`config.mk`:
```
export PLATFORM = sky130hd
export DESIGN_NAME = stream_upsampler
export DESIGN_NICKNAME = d
export VERILOG_FILES = /design/src/rtl/stream_upsampler_pkg.sv /design/src/rtl/line_buffer_sdp.sv /design/src/rtl/stream_upsampler.sv
export SDC_FILE = /design/constraint.sdc
export NUM_CORES = 1
export LEC_CHECK = 0
export ABC_AREA = 1
export ABC_CLOCK_PERIOD_IN_PS = 2500
export BUFFER_PORTS_ARGS = -buffer_cell sky130_fd_sc_hd__buf_2
export CORE_ASPECT_RATIO = 0.6
export CORE_MARGIN = 8
export CORE_UTILIZATION = 56
export CTS_CLUSTER_SIZE = 20
export DETAILED_ROUTE_END_ITERATION = 16
export PLACE_DENSITY = 0.73
export SETUP_SLACK_MARGIN = 0.4
export SLEW_MARGIN = 40
export SYNTH_ARGS = -nofsm -noshare
export SYNTH_HDL_FRONTEND = slang
export SYNTH_SLANG_ARGS = --single-unit
```
`constraint.sdc`:
```
create_clock -name clock -period 2.5 [get_ports clock]
set_input_delay 0.125 -clock clock [delete_from_list [all_inputs] [get_ports clock]]
set_output_delay 0.125 -clock clock [all_outputs]
set_load 0.01 [all_outputs]
```
`src/rtl/stream_upsampler_pkg.sv`:
```
// ============================================================================
// Module   : stream_upsampler_pkg
// Brief    : Shared helpers for the 2x nearest-neighbour stream upsampler.
// Revision : 1.0 - initial release
// ============================================================================
`default_nettype none

package stream_upsampler_pkg;

    // Ceiling log2, never narrower than one bit so derived vectors stay legal.
    function automatic int clog2(input int value);
        int result;
        result = 0;
        while ((1 << result) < value) begin
            result++;
        end
        return (result < 1) ? 1 : result;
    endfunction

    function automatic int pixel_word_bits(input int bit_width, input int units);
        return bit_width * units;
    endfunction

endpackage

`default_nettype wire

```
`src/rtl/line_buffer_sdp.sv`:
```
// ============================================================================
// Module   : line_buffer_sdp
// Brief    : Simple dual-port row buffer; resettable valid column, registered read.
// Revision : 1.0 - initial release
// ============================================================================
`default_nettype none

module line_buffer_sdp
    import stream_upsampler_pkg::*;
#(
    parameter int DEPTH  = 32,
    parameter int DATA_W = 8,
    parameter int ADDR_W = clog2(DEPTH)
) (
    input  logic              clock,
    input  logic              rst,
    input  logic              wr_en,
    input  logic              wr_data_en,
    input  logic [ADDR_W-1:0] wr_addr,
    input  logic              wr_valid,
    input  logic [DATA_W-1:0] wr_data,
    input  logic              rd_en,
    input  logic [ADDR_W-1:0] rd_addr,
    output logic              rd_valid,
    output logic [DATA_W-1:0] rd_data
);

    logic [DATA_W-1:0] r_data_mem [DEPTH];
    logic [DEPTH-1:0]  r_valid_mem;
    logic [DATA_W-1:0] r_rd_data;
    logic              r_rd_valid;

    // Data array carries no reset so it can map onto block RAM.
    always_ff @(posedge clock) begin
        if (wr_en && wr_data_en) begin
            r_data_mem[wr_addr] <= wr_data;
        end
        if (rd_en) begin
            r_rd_data <= r_data_mem[rd_addr];
        end
    end

    always_ff @(posedge clock) begin
        if (rst) begin
            r_valid_mem <= '0;
            r_rd_valid  <= 1'b0;
        end else begin
            if (wr_en) begin
                r_valid_mem[wr_addr] <= wr_valid;
            end
            if (rd_en) begin
                r_rd_valid <= r_valid_mem[rd_addr];
            end
        end
    end

    assign rd_valid = r_rd_valid;
    assign rd_data  = r_rd_data;

endmodule

`default_nettype wire

```
`src/rtl/stream_upsampler.sv`:
```
// ============================================================================
// Module   : stream_upsampler
// Brief    : 2x nearest-neighbour upsampler, one-row line buffer, 2-cycle latency.
// Revision : 1.0 - initial release
// ============================================================================
`default_nettype none

module stream_upsampler
    import stream_upsampler_pkg::*;
#(
    parameter  int BIT_WIDTH = 8,
    parameter  int UNITS     = 1,
    parameter  int WIDTH     = 64,
    parameter  int HEIGHT    = 64,
    parameter  int W_WIDTH   = 80,
    parameter  int W_HEIGHT  = 70,
    localparam int H_BITW    = clog2(W_WIDTH),
    localparam int V_BITW    = clog2(W_HEIGHT),
    localparam int PIX_W     = pixel_word_bits(BIT_WIDTH, UNITS)
) (
    input  logic              clock,
    input  logic              rst,
    input  logic              in_enable,
    input  logic [PIX_W-1:0]  in_pixels,
    input  logic [V_BITW-1:0] in_vcnt,
    input  logic [H_BITW-1:0] in_hcnt,
    output logic              out_enable,
    output logic [PIX_W-1:0]  out_pixels,
    output logic [V_BITW-1:0] out_vcnt,
    output logic [H_BITW-1:0] out_hcnt
);

    localparam int LB_DEPTH  = WIDTH / 2;
    localparam int LB_ADDR_W = clog2(LB_DEPTH);
    localparam int LATENCY   = 2;

    if ((WIDTH % 2) != 0) begin : g_chk_width_even
        $error("stream_upsampler: WIDTH must be even");
    end
    if ((HEIGHT % 2) != 0) begin : g_chk_height_even
        $error("stream_upsampler: HEIGHT must be even");
    end
    if (W_WIDTH < WIDTH) begin : g_chk_w_width
        $error("stream_upsampler: W_WIDTH must be >= WIDTH");
    end
    if (W_HEIGHT < HEIGHT) begin : g_chk_w_height
        $error("stream_upsampler: W_HEIGHT must be >= HEIGHT");
    end
    if (LATENCY != 2) begin : g_chk_latency
        $error("stream_upsampler: pipeline is built for LATENCY == 2");
    end

    logic                 w_in_image;
    logic                 w_even_row;
    logic                 w_even_col;
    logic                 w_accept;
    logic                 w_lb_wr_en;
    logic                 w_lb_rd_en;
    logic [LB_ADDR_W-1:0] w_lb_addr;
    logic                 w_lb_rd_valid;
    logic [PIX_W-1:0]     w_lb_rd_data;

    logic [V_BITW-1:0]    r_s1_vcnt;
    logic [H_BITW-1:0]    r_s1_hcnt;
    logic [PIX_W-1:0]     r_hold;
    logic                 r_hold_valid;

    logic                 w_s1_in_image;
    logic                 w_out_enable;
    logic [PIX_W-1:0]     w_out_pixels;

    logic                 r_out_enable;
    logic [PIX_W-1:0]     r_out_pixels;
    logic [V_BITW-1:0]    r_out_vcnt;
    logic [H_BITW-1:0]    r_out_hcnt;

    // Compare one bit wider so an image edge equal to 2**BITW does not wrap.
    assign w_in_image = ({1'b0, in_vcnt} < (V_BITW+1)'(HEIGHT))
                     && ({1'b0, in_hcnt} < (H_BITW+1)'(WIDTH));
    assign w_even_row = ~in_vcnt[0];
    assign w_even_col = ~in_hcnt[0];
    assign w_accept   = in_enable && w_even_row && w_even_col && w_in_image;
    assign w_lb_wr_en = w_even_row && w_even_col && w_in_image;
    assign w_lb_rd_en = ~w_even_row && w_in_image;
    assign w_lb_addr  = LB_ADDR_W'(in_hcnt >> 1);

    line_buffer_sdp #(
        .DEPTH  (LB_DEPTH),
        .DATA_W (PIX_W),
        .ADDR_W (LB_ADDR_W)
    ) u_line_buffer (
        .clock      (clock),
        .rst        (rst),
        .wr_en      (w_lb_wr_en),
        .wr_data_en (w_accept),
        .wr_addr    (w_lb_addr),
        .wr_valid   (w_accept),
        .wr_data    (in_pixels),
        .rd_en      (w_lb_rd_en),
        .rd_addr    (w_lb_addr),
        .rd_valid   (w_lb_rd_valid),
        .rd_data    (w_lb_rd_data)
    );

    always_ff @(posedge clock) begin
        if (rst) begin
            r_s1_vcnt    <= '0;
            r_s1_hcnt    <= '0;
            r_hold       <= '0;
            r_hold_valid <= 1'b0;
        end else begin
            r_s1_vcnt <= in_vcnt;
            r_s1_hcnt <= in_hcnt;
            if (w_accept) begin
                r_hold       <= in_pixels;
                r_hold_valid <= 1'b1;
            end else if (w_even_col && w_in_image) begin
                r_hold_valid <= 1'b0;
            end
        end
    end

    // Even rows replay the held pixel; odd rows replay the row above.
    always_comb begin
        w_s1_in_image = ({1'b0, r_s1_vcnt} < (V_BITW+1)'(HEIGHT))
                     && ({1'b0, r_s1_hcnt} < (H_BITW+1)'(WIDTH));
        w_out_enable  = 1'b0;
        w_out_pixels  = '0;
        if (w_s1_in_image) begin
            if (r_s1_vcnt[0]) begin
                w_out_enable = w_lb_rd_valid;
                w_out_pixels = w_lb_rd_data;
            end else begin
                w_out_enable = r_hold_valid;
                w_out_pixels = r_hold;
            end
        end
    end

    always_ff @(posedge clock) begin
        if (rst) begin
            r_out_enable <= 1'b0;
            r_out_pixels <= '0;
            r_out_vcnt   <= '0;
            r_out_hcnt   <= '0;
        end else begin
            r_out_enable <= w_out_enable;
            r_out_pixels <= w_out_pixels;
            r_out_vcnt   <= r_s1_vcnt;
            r_out_hcnt   <= r_s1_hcnt;
        end
    end

    assign out_enable = r_out_enable;
    assign out_pixels = r_out_pixels;
    assign out_vcnt   = r_out_vcnt;
    assign out_hcnt   = r_out_hcnt;

endmodule

`default_nettype wire

```
==> metrics.yaml, run 1 <==
hpwlAfterDp_mm: 20.43
cp_max_fo: 5
worst_pin_slew_ns: 0.8249
drt-total-wl_mm: 33.28
fin_crit_ns: 1.928
min_path_type: "in -> reg"
synthTopCellsByArea: "edfxtp_1 61%, dfxtp_1 12%, nand2_1 8.5%, a22oi_1 7.4%, a21oi_1 1.9%"
yosys_warnings: 0
syn-num-nets: 1098
final.period_utilization_pct: 77.11
syn_avg_cell_area_um2: 12.10
multiInputGateArea_um2: 3003
worstSkewPairLatency_ns: 0.57
peakVddDrop_uv: 644.7
cts_root_buf: "clkbuf_16"
finalSetupTns_ns: 0
ant_nets: 0
die_w_um: 212.6
antenna_found_initial: 0
layout_commonest_cell: "nand2_1"
post_cts_buffers: 0
cap_violations: 0
ys_seq_elements: 343
grt_pass1_wl_mm: 50.34
startpoint_type: "primary input"
slew_headroom_pct: 45.01
powerDensity_nw_per_um2: 801.8
boundaryPins: 48
grt_start_max_net_pins: 45
p_leak_nw: 5.696
cts_buffers: 30
cp.arrival_ns: 2.21
skew_ns: 0.01067
die_y_um: 134.0
slew_viol_final: 0
drive_above_1_share_pct: 13.98
clockBufferDepth: 3
place_congestion: 0.9099
grt-ovfl-total: 0
dieArea_um2: 28480
yosys.area.top_type_share_pct: 61.05
grt_pass1_vias: 8475
syn_area_um2: 12980
stdcell_area_um2: 15080
area_growth_pct: 16.14
place_area_um2: 13790
cts_tree: "yes"
ff_latch_area_um2: 9509
dp_slack_ns: 0.3500
vias: 8828
cts_htree_levels: 1
detail_route.wl_per_cell_um: 22.26
core_um2: 22920
clkSlewWorstSetupHoldPaths_ns: 0.07
rsz0062_at_grt: "false"
route.detailed.drc: 0
io_buffers: 47
num_rows: 43
drt_iter0_drc: 1347
end_kind: "flop"
grt_usage_pct: 23.26
syn_inst: 1073
yosysTopAreaCell: "edfxtp_1"
clock-sinks: 343
nets: 1181
setup_viol: 0
setup_slack_ns: 0.5723
antennaDiodeCount: 0
initial_core_util_pct: 56.65
fmax_ghz: 0.5188
via_per_inst: 5.905
nFillCells: 1700
layout_common_cells: "293 x nand2_1, 264 x edfxtp_1, 128 x a22oi_1, 79 x dfxtp_1, 62 x nor2_1"
crit_type: "in -> reg"
synth.distinct_cells: 20
drt-pass1-iter-count: 5
required_ns: 2.78
ys_seq_area_share_pct: 73.23
power_w: 0.01209
status: "finished, final reports clean"
hold_violations: 0
## timing repair
| action | in CTS | in global routing |
|---|---|---|
| endpoints found under the hold margin | 17 | 0 |
| resized for setup | 0 | 1 |
| endpoints found under the setup margin | 0 | 6 |
| hold buffers | 14 | 0 |
## final cells by class
| type | instances | area share (%) |
|---|---|---|
| Clock buffer | 34 | 5.219 |
| Clock inverter | 22 | 2.365 |
| Sequential cell | 343 | 63.05 |
| Timing Repair Buffer | 104 | 5.044 |
| Tap cell | 315 | 2.613 |
| Inverter | 72 | 1.792 |
| Multi-Input combinational cell | 605 | 19.91 |
## where the power goes
group | leakage (nW) | total, W | switching, W | internal (W)
sequential | 3.02 | 0.00618 | 0.0000123 | 0.00616
combinational | 2.13 | 0.000580 | 0.000418 | 0.000162
clock | 0.546 | 0.00534 | 0.00205 | 0.00328
total | 5.70 | 0.0121 | 0.00248 | 0.00961
## cells by family (layout without fill, tap and decap cells)
group                  Yosys count  count (layout)  share of synthesized area [%]
and+or+nand+nor                398             398                          12.49
DFF                            343             343                          73.23
AOI/OAI and AO/OA              207             207                          10.46
buffers and inverters          125             232                          3.816
## worst paths after layout
| check | slack (ns) | start | to | cells after the start |
|---|---|---|---|---|
| max | 0.57 | in_vcnt[6] | u_line_buffer.r_data_mem[7][0] | 8 |
| max reg2reg | 1.02 | u_line_buffer.r_data_mem[4][6] | u_line_buffer.rd_data[6] | 6 |
| min reg2reg | 0.40 | r_s1_vcnt[1] | out_vcnt[1] | 2 |
| min | 0.06 | in_hcnt[6] | r_hold_valid | 5 |
## synthesized netlist by cell type (all sizes together)
| cell type | instances |
|---|---|
| nand2 | 293 |
| edfxtp | 264 |
| a22oi | 128 |
| dfxtp | 79 |
| inv | 70 |
| nor2 | 65 |
| a21oi | 50 |
| clkbuf | 29 |
| o21ai | 28 |
| buf | 24 |
| nand3 | 20 |
| nor3 | 19 |
| clkinv | 2 |
| a21boi | 1 |
| nand4 | 1 |
## flip-flops by register name (all words and copies together), names as in the netlist
signal	cells
out_enable	1
out_hcnt	7
out_pixels	8
out_vcnt	7
r_hold	8
r_hold_valid	1
r_s1_hcnt	7
r_s1_vcnt	7
u_line_buffer.r_data_mem	256
u_line_buffer.r_valid_mem	32
u_line_buffer.rd_data	8
u_line_buffer.rd_valid	1
## worst max-delay path, cell delays in order
cell and delay (ns):
dlygate4sd3_1 0.54, buf_2 0.13, inv_1 0.10, nand4_1 0.19, nor2_1 0.39, nand2_1 0.13, nor2_1 0.37, buf_4 0.24
## layer usage
metal | track usage (%) | part of all wire, % | wire length, µm | up-vias
met1 | 35.51 | 44 | 14520 | 4301
met5 | 0 | 0 | 0 | -
met4 | 5.157 | 2.1 | 712 | 0
li1 | - | - | - | 3956
met3 | 6.850 | 12 | 4121 | 61
met2 | 32.32 | 42 | 13930 | 510
## stage by stage
step                      util (%)  cells  hold WS, ns
after floorplan                  -   1073       0.2239
after global placement       60.18   1425       0.3230
after detailed placement     60.18   1425       0.3326
after CTS                    65.78   1495      0.01294
after global routing         65.80   1495       0.1448
final                        65.80   1495      0.06195
Power figures use the tool's default switching activity.
==> run 2: changes to the inputs <==
--- a/config.mk
+++ b/config.mk
@@ -6,7 +6,7 @@
 export NUM_CORES = 1
 export LEC_CHECK = 0
 export ABC_AREA = 1
-export ABC_CLOCK_PERIOD_IN_PS = 2500
+export ABC_CLOCK_PERIOD_IN_PS = 1820
 export BUFFER_PORTS_ARGS = -buffer_cell sky130_fd_sc_hd__buf_2
 export CORE_ASPECT_RATIO = 0.6
 export CORE_MARGIN = 8
==> constraint.sdc (replaced) <==
create_clock -name clock -period 1.82 [get_ports clock]
set_input_delay 0.091 -clock clock [delete_from_list [all_inputs] [get_ports clock]]
set_output_delay 0.091 -clock clock [all_outputs]
set_load 0.01 [all_outputs]
==> run 2 against run 1 <==
Utilization grew 0.94 points; hold slack got worse by 0.0063 ns; register-to-register slack worse by 0.56 ns; power grew 29%; worst setup slack lost 0.12 ns; cell count rose by 1.5%; combinational power increased by 48%; largest cell class unchanged; largest power group unchanged; flip-flop and latch count unchanged; clock skew increased by 0.0096 ns.
==> metrics.yaml, run 2 (synthesized netlist as in run 1, its figures left out) <==
place_area_um2: 14090
crit_type: "reg -> reg"
power_w: 0.01559
cts_tree: "yes"
critPathMaxStageDelay_ns: 0.38
finalSetupTns_ns: 0
grt_usage_pct: 22.73
skew_ns: 0.02030
hold_violations: 0
fin_crit_ns: 1.365
worstSkewPairLatency_ns: 0.57
antenna_found_initial: 0
final_core_util_pct: 66.74
fmax_ghz: 0.7328
grt_pass1_vias: 8457
startpoint_type: "flop"
layout_commonest_cell: "nand2_1"
drt-pass1-iter-count: 5
peakVddDrop_uv: 745.4
antennaDiodeCount: 0
die_w_um: 212.6
grt_start_max_net_pins: 44
path_cells: "a22oi_2, nand2_1, nand2_1, nand2_1, nor2_2, nand2_1"
cp_top_family: "simple AND/OR/NAND/NOR gates"
cp_max_fo: 1
dieArea_um2: 28480
slew_viol_final: 0
num_rows: 43
powerDensity_nw_per_um2: 1019
setup_viol: 0
multiInputGateArea_um2: 3109
hold_ws_ns: 0.05564
slew_headroom_pct: 47.01
layout_common_cells: "290 x nand2_1, 264 x edfxtp_1, 123 x a22oi_1, 79 x dfxtp_1, 53 x nor2_1"
place_congestion: 0.8797
ant_nets: 0
initial_core_util_pct: 56.65
die_y_um: 134.0
ff_latch_area_um2: 9509
stdcell_area_um2: 15300
cts_root_buf: "clkbuf_16"
clock-sinks: 343
area_growth_pct: 17.81
via_per_inst: 5.781
largest_register_ffs: 256
cp_slowest_cell: "edfxtp_1"
grt_pass1_wl_mm: 49.25
cp.arrival_ns: 1.67
clkSlewWorstSetupHoldPaths_ns: 0.07
final.period_utilization_pct: 74.98
worst_pin_slew_ns: 0.7949
io_buffers: 47
drt_iter0_drc: 1088
drt-total-wl_mm: 32.89
end_kind: "flop"
rsz0062_at_grt: "true"
nFillCells: 1628
status: "finished, final reports clean"
required_ns: 2.13
vias: 8775
p_leak_nw: 5.790
grt-ovfl-total: 0
largest-register: "u_line_buffer.r_data_mem"
reg.largest.list: "u_line_buffer.r_data_mem x256, u_line_buffer.r_valid_mem x32"
cts_buffers: 29
nets: 1205
detail_route.wl_per_cell_um: 21.67
cts_htree_levels: 1
drive_above_1_share_pct: 17.29
cap_violations: 0
hpwlAfterDp_mm: 20.56
min_path_type: "in -> reg"
crit_path_frequent_cell: "nand2_1"
clockBufferDepth: 3
route.detailed.drc: 0
path_buf_inv: 0
boundaryPins: 48
core_um2: 22920
run 2: timing repair:
action | CTS | global route
hold buffers | 17 | 0
setup endpoints to repair | 2 | 24
resized for setup | 2 | 10
pin swaps | 0 | 2
endpoints found under the hold margin | 46 | 0
setup buffers | 0 | 2
run 2: worst min-delay path, cell delays in order:
cell and delay [ns]:
buf_2 0.17, nor3_2 0.09, nand3_1 0.14, a21oi_1 0.08
run 2: path summary, 6_finish.rpt:
kind                                                      from                            end  slack (ns)  depth (start not counted)
worst min register to register                    r_s1_hcnt[0]                    out_hcnt[0]        0.40                          2
worst max register to register  u_line_buffer.r_data_mem[8][1]       u_line_buffer.rd_data[1]        0.46                          6
worst max-delay path            u_line_buffer.r_data_mem[8][1]       u_line_buffer.rd_data[1]        0.46                          6
worst min-delay path                                in_hcnt[4]  u_line_buffer.r_valid_mem[17]        0.06                          4
run 2: area by class of cell:
type                       instances  share of cell area (%)
inverter                          72                   1.767
tap                              315                   2.576
clock buffer                      45                   5.619
multi-input combinational        605                   20.33
sequential                       343                   62.16
timing repair buffer             129                   6.903
clock inverter                     9                  0.6462
run 2: through the flow:
step	setup WS, ns	instances
after CTS	0.4284	1516
after global routing	0.3654	1518
after floorplan	0.2918	1073
final	0.4554	1518
after global placement	0.06288	1445
after detailed placement	-0.02546	1445
run 2: power breakdown:
part,switching (W),leakage (nW),internal [W]
registers,0.0000168,3.02,0.00847
logic,0.000595,2.30,0.000264
clock network,0.00271,0.469,0.00354
total,0.00332,5.79,0.0123
run 2: metal layers:
layer | share of wire, % | track usage (%) | wire, µm | vias to the layer above
met5 | 0 | 0 | 0 | -
met4 | 1.6 | 4.469 | 514 | 0
met3 | 12 | 6.244 | 3844 | 48
met2 | 42 | 32.25 | 13830 | 467
met1 | 45 | 34.68 | 14710 | 4254
li1 | - | - | - | 4006
==> run 3: changes to the inputs <==
--- a/config.mk
+++ b/config.mk
@@ -5,8 +5,8 @@
 export SDC_FILE = /design/constraint.sdc
 export NUM_CORES = 1
 export LEC_CHECK = 0
-export ABC_AREA = 1
-export ABC_CLOCK_PERIOD_IN_PS = 1820
+export ABC_AREA = 0
+export ABC_CLOCK_PERIOD_IN_PS = 1350
 export BUFFER_PORTS_ARGS = -buffer_cell sky130_fd_sc_hd__buf_2
 export CORE_ASPECT_RATIO = 0.6
 export CORE_MARGIN = 8
==> constraint.sdc (replaced) <==
create_clock -name clock -period 1.35 [get_ports clock]
set_input_delay 0.0675 -clock clock [delete_from_list [all_inputs] [get_ports clock]]
set_output_delay 0.0675 -clock clock [all_outputs]
set_load 0.01 [all_outputs]
==> run 3 against run 2 <==
The flow now finishes with violations (negative setup slack); clock-buffer cell count is 5 lower; non-clock buffer count is 93 higher; clock power is 49% higher; synthesized area is 1.5% higher; worst setup slack worse by 0.72 ns; largest cell class unchanged; final area is 15% higher; via count is 5.3% lower; cell count is 15% lower; wire length is 16% higher; utilization is 9.0 points higher; flip-flop and latch count stayed put; sequential power is 34% higher.
==> metrics.yaml, run 3 <==
crit_type: "reg -> reg"
rsz0062_at_grt: "true"
place_area_um2: 15020
drt-pass1-iter-count: 5
final_core_util_pct: 75.73
layout_common_cells: "264 x edfxtp_1, 84 x buf_4, 70 x mux4_2, 63 x dfxtp_1, 44 x buf_6"
fin_crit_ns: 1.615
startpoint_type: "flop"
drt-total-wl_mm: 38.00
setup_viol: 10
die_y_um: 134.9
violations: "negative setup slack"
power_w: 0.02235
cp_max_fo: 1
ys_top_cells_by_count: "264 x edfxtp_1, 79 x dfxtp_1, 70 x mux4_2"
reg2reg_slack_ns: -0.26
async_flop_share_pct: 0
hpwlAfterDp_mm: 22.12
grt_start_max_net_pins: 44
yosysMostFrequentCell: "edfxtp_1"
crit_path_end: "u_line_buffer.rd_data[2]"
peakVddDrop_uv: 1251
cts_htree_levels: 1
route.detailed.drc: 0
hold_ws_ns: 0.04083
syn_inst: 755
cp.arrival_ns: 1.91
yosys.area.top_type_share_pct: 60.13
startpoint: "u_line_buffer.r_data_mem[19][2]"
drive_above_1_share_pct: 45.59
required_ns: 1.64
powerDensity_nw_per_um2: 1276
yosys_warnings: 0
slew_viol_final: 0
clock-sinks: 343
final.period_utilization_pct: 119.6
synthFlopType: "edfxtp_1"
synthTopCellsByArea: "edfxtp_1 60%, dfxtp_1 12%, mux4_2 12%, mux2i_1 2.7%, nor2_1 2.0%"
clkSlewWorstSetupHoldPaths_ns: 0.08
syn-num-nets: 780
timing.rr.end: "u_line_buffer.rd_data[2]"
syn_area_um2: 13190
vias: 8314
ys_seq_elements: 343
boundaryPins: 48
die_w_um: 214.1
slew_headroom_pct: 55.31
cts_buffers: 30
p_leak_nw: 5.974
initial_core_util_pct: 56.99
detail_route.wl_per_cell_um: 29.48
stdcell_area_um2: 17520
r2r_start: "u_line_buffer.r_data_mem[19][2]"
grt-ovfl-total: 0
min_path_type: "in -> reg"
dieArea_um2: 28870
worst_pin_slew_ns: 0.6703
ant_nets: 0
grt_usage_pct: 24.57
end_kind: "flop"
grt_pass1_wl_mm: 53.19
antenna_found_initial: 0
cts_root_buf: "clkbuf_16"
synth.distinct_cells: 45
nets: 977
num_rows: 43
fmax_ghz: 0.6193
synth_edf_count: 264
status: "finished, violations left"
io_buffers: 47
worstRegToRegCells: 4
core_um2: 23130
whs_path_depth: 1
syn_avg_cell_area_um2: 17.46
largest_register_ffs: 256
drt_iter0_drc: 994
worstSkewPairLatency_ns: 0.57
via_per_inst: 6.450
area_growth_pct: 32.87
reg.largest.list: "u_line_buffer.r_data_mem x256, u_line_buffer.r_valid_mem x32"
yosysTopAreaCell: "edfxtp_1"
antennaDiodeCount: 0
cap_violations: 0
clockBufferDepth: 3
ys_seq_area_share_pct: 72.12
cts_tree: "yes"
layout_commonest_cell: "edfxtp_1"
setup_slack_ns: -0.2648
largest-register: "u_line_buffer.r_data_mem"
grt_pass1_vias: 8288
place_congestion: 0.9227
hold_violations: 0
skew_ns: 0.02680
## run 3: changes by cell type after synthesis, moves of 8 or more
cell / previous run / this run
nand2_1: 293 / 11
a22oi_1: 128 / 31
mux4_2: 0 / 70
inv_1: 58 / 3
a21oi_1: 50 / 14
mux2i_1: 0 / 36
o21ai_0: 28 / 0
nor2b_1: 0 / 26
nand4_1: 1 / 23
inv_2: 12 / 0
nor3_2: 12 / 0
nand3_1: 20 / 12
## run 3: power by group
group	internal (W)	total (W)	leakage, nW	switching (W)
registers	0.0114	0.0114	3.03	0.0000341
clock network	0.00540	0.00931	0.534	0.00391
logic	0.000698	0.00159	2.41	0.000891
## run 3: worst min-delay path by stage
stage                                                  to         start  slack, ns
after floorplan            u_line_buffer.r_data_mem[0][0]  in_pixels[0]       0.17
after detailed placement                     r_s1_vcnt[3]    in_vcnt[3]       0.28
final                      u_line_buffer.r_data_mem[9][4]  in_pixels[4]       0.04
after global routing      u_line_buffer.r_data_mem[10][4]  in_pixels[4]       0.02
after global placement                       r_s1_vcnt[1]    in_vcnt[1]       0.29
after CTS                 u_line_buffer.r_data_mem[20][4]  in_pixels[4]       0.03
## run 3: repair_timing
| item | CTS | global route |
|---|---|---|
| buffers inserted | 26 | 9 |
| pin swaps | 27 | 30 |
| resized for setup | 99 | 68 |
| hold buffers | 19 | 0 |
| endpoints found under the setup margin | 334 | 323 |
| gates cloned | 1 | 4 |
| hold endpoints to repair | 185 | 0 |
## run 3: cell families (layout without fill, tap and decap cells)
| group | after synthesis | after routing | share of synthesized area [%] |
|---|---|---|---|
| AOI/OAI and AO/OA | 63 | 63 | 3.445 |
| buffers and inverters | 62 | 280 | 1.964 |
| DFF | 343 | 343 | 72.12 |
| muxes | 108 | 108 | 14.86 |
| and+or+nand+nor | 179 | 180 | 7.611 |
## run 3: routing by layer
metal,part of all wire [%],track usage (%)
met1,39,34.01
met2,46,38.48
met3,12,7.393
met4,2.8,5.235
met5,0,0
## run 3: final cells by class
cell class	instances	area [µm²]
Clock buffer	40	925.9
Clock inverter	14	151.4
Fill cell	1237	5615
Inverter	4	31.28
Multi-Input combinational cell	351	4140
Sequential cell	343	9529
Tap cell	315	394.1
Timing Repair Buffer	222	2347
## run 3: critical path: stages (launching register included)
cell and delay [ns]:
edfxtp_1 0.39, mux4_2 0.50, a22oi_2 0.20, buf_6 0.15
nand4_1 0.11
## run 3: through the flow
step	worst slack [ns]	std cells	TNS (ns)
floorplan	-0.2950	755	-74.01
CTS	-0.2435	1276	-1.793
finish	-0.2648	1289	-1.953
detailed placement	-0.4649	1176	-106.60
global route	-0.3467	1289	-2.387
global placement	-0.4559	1176	-99.86
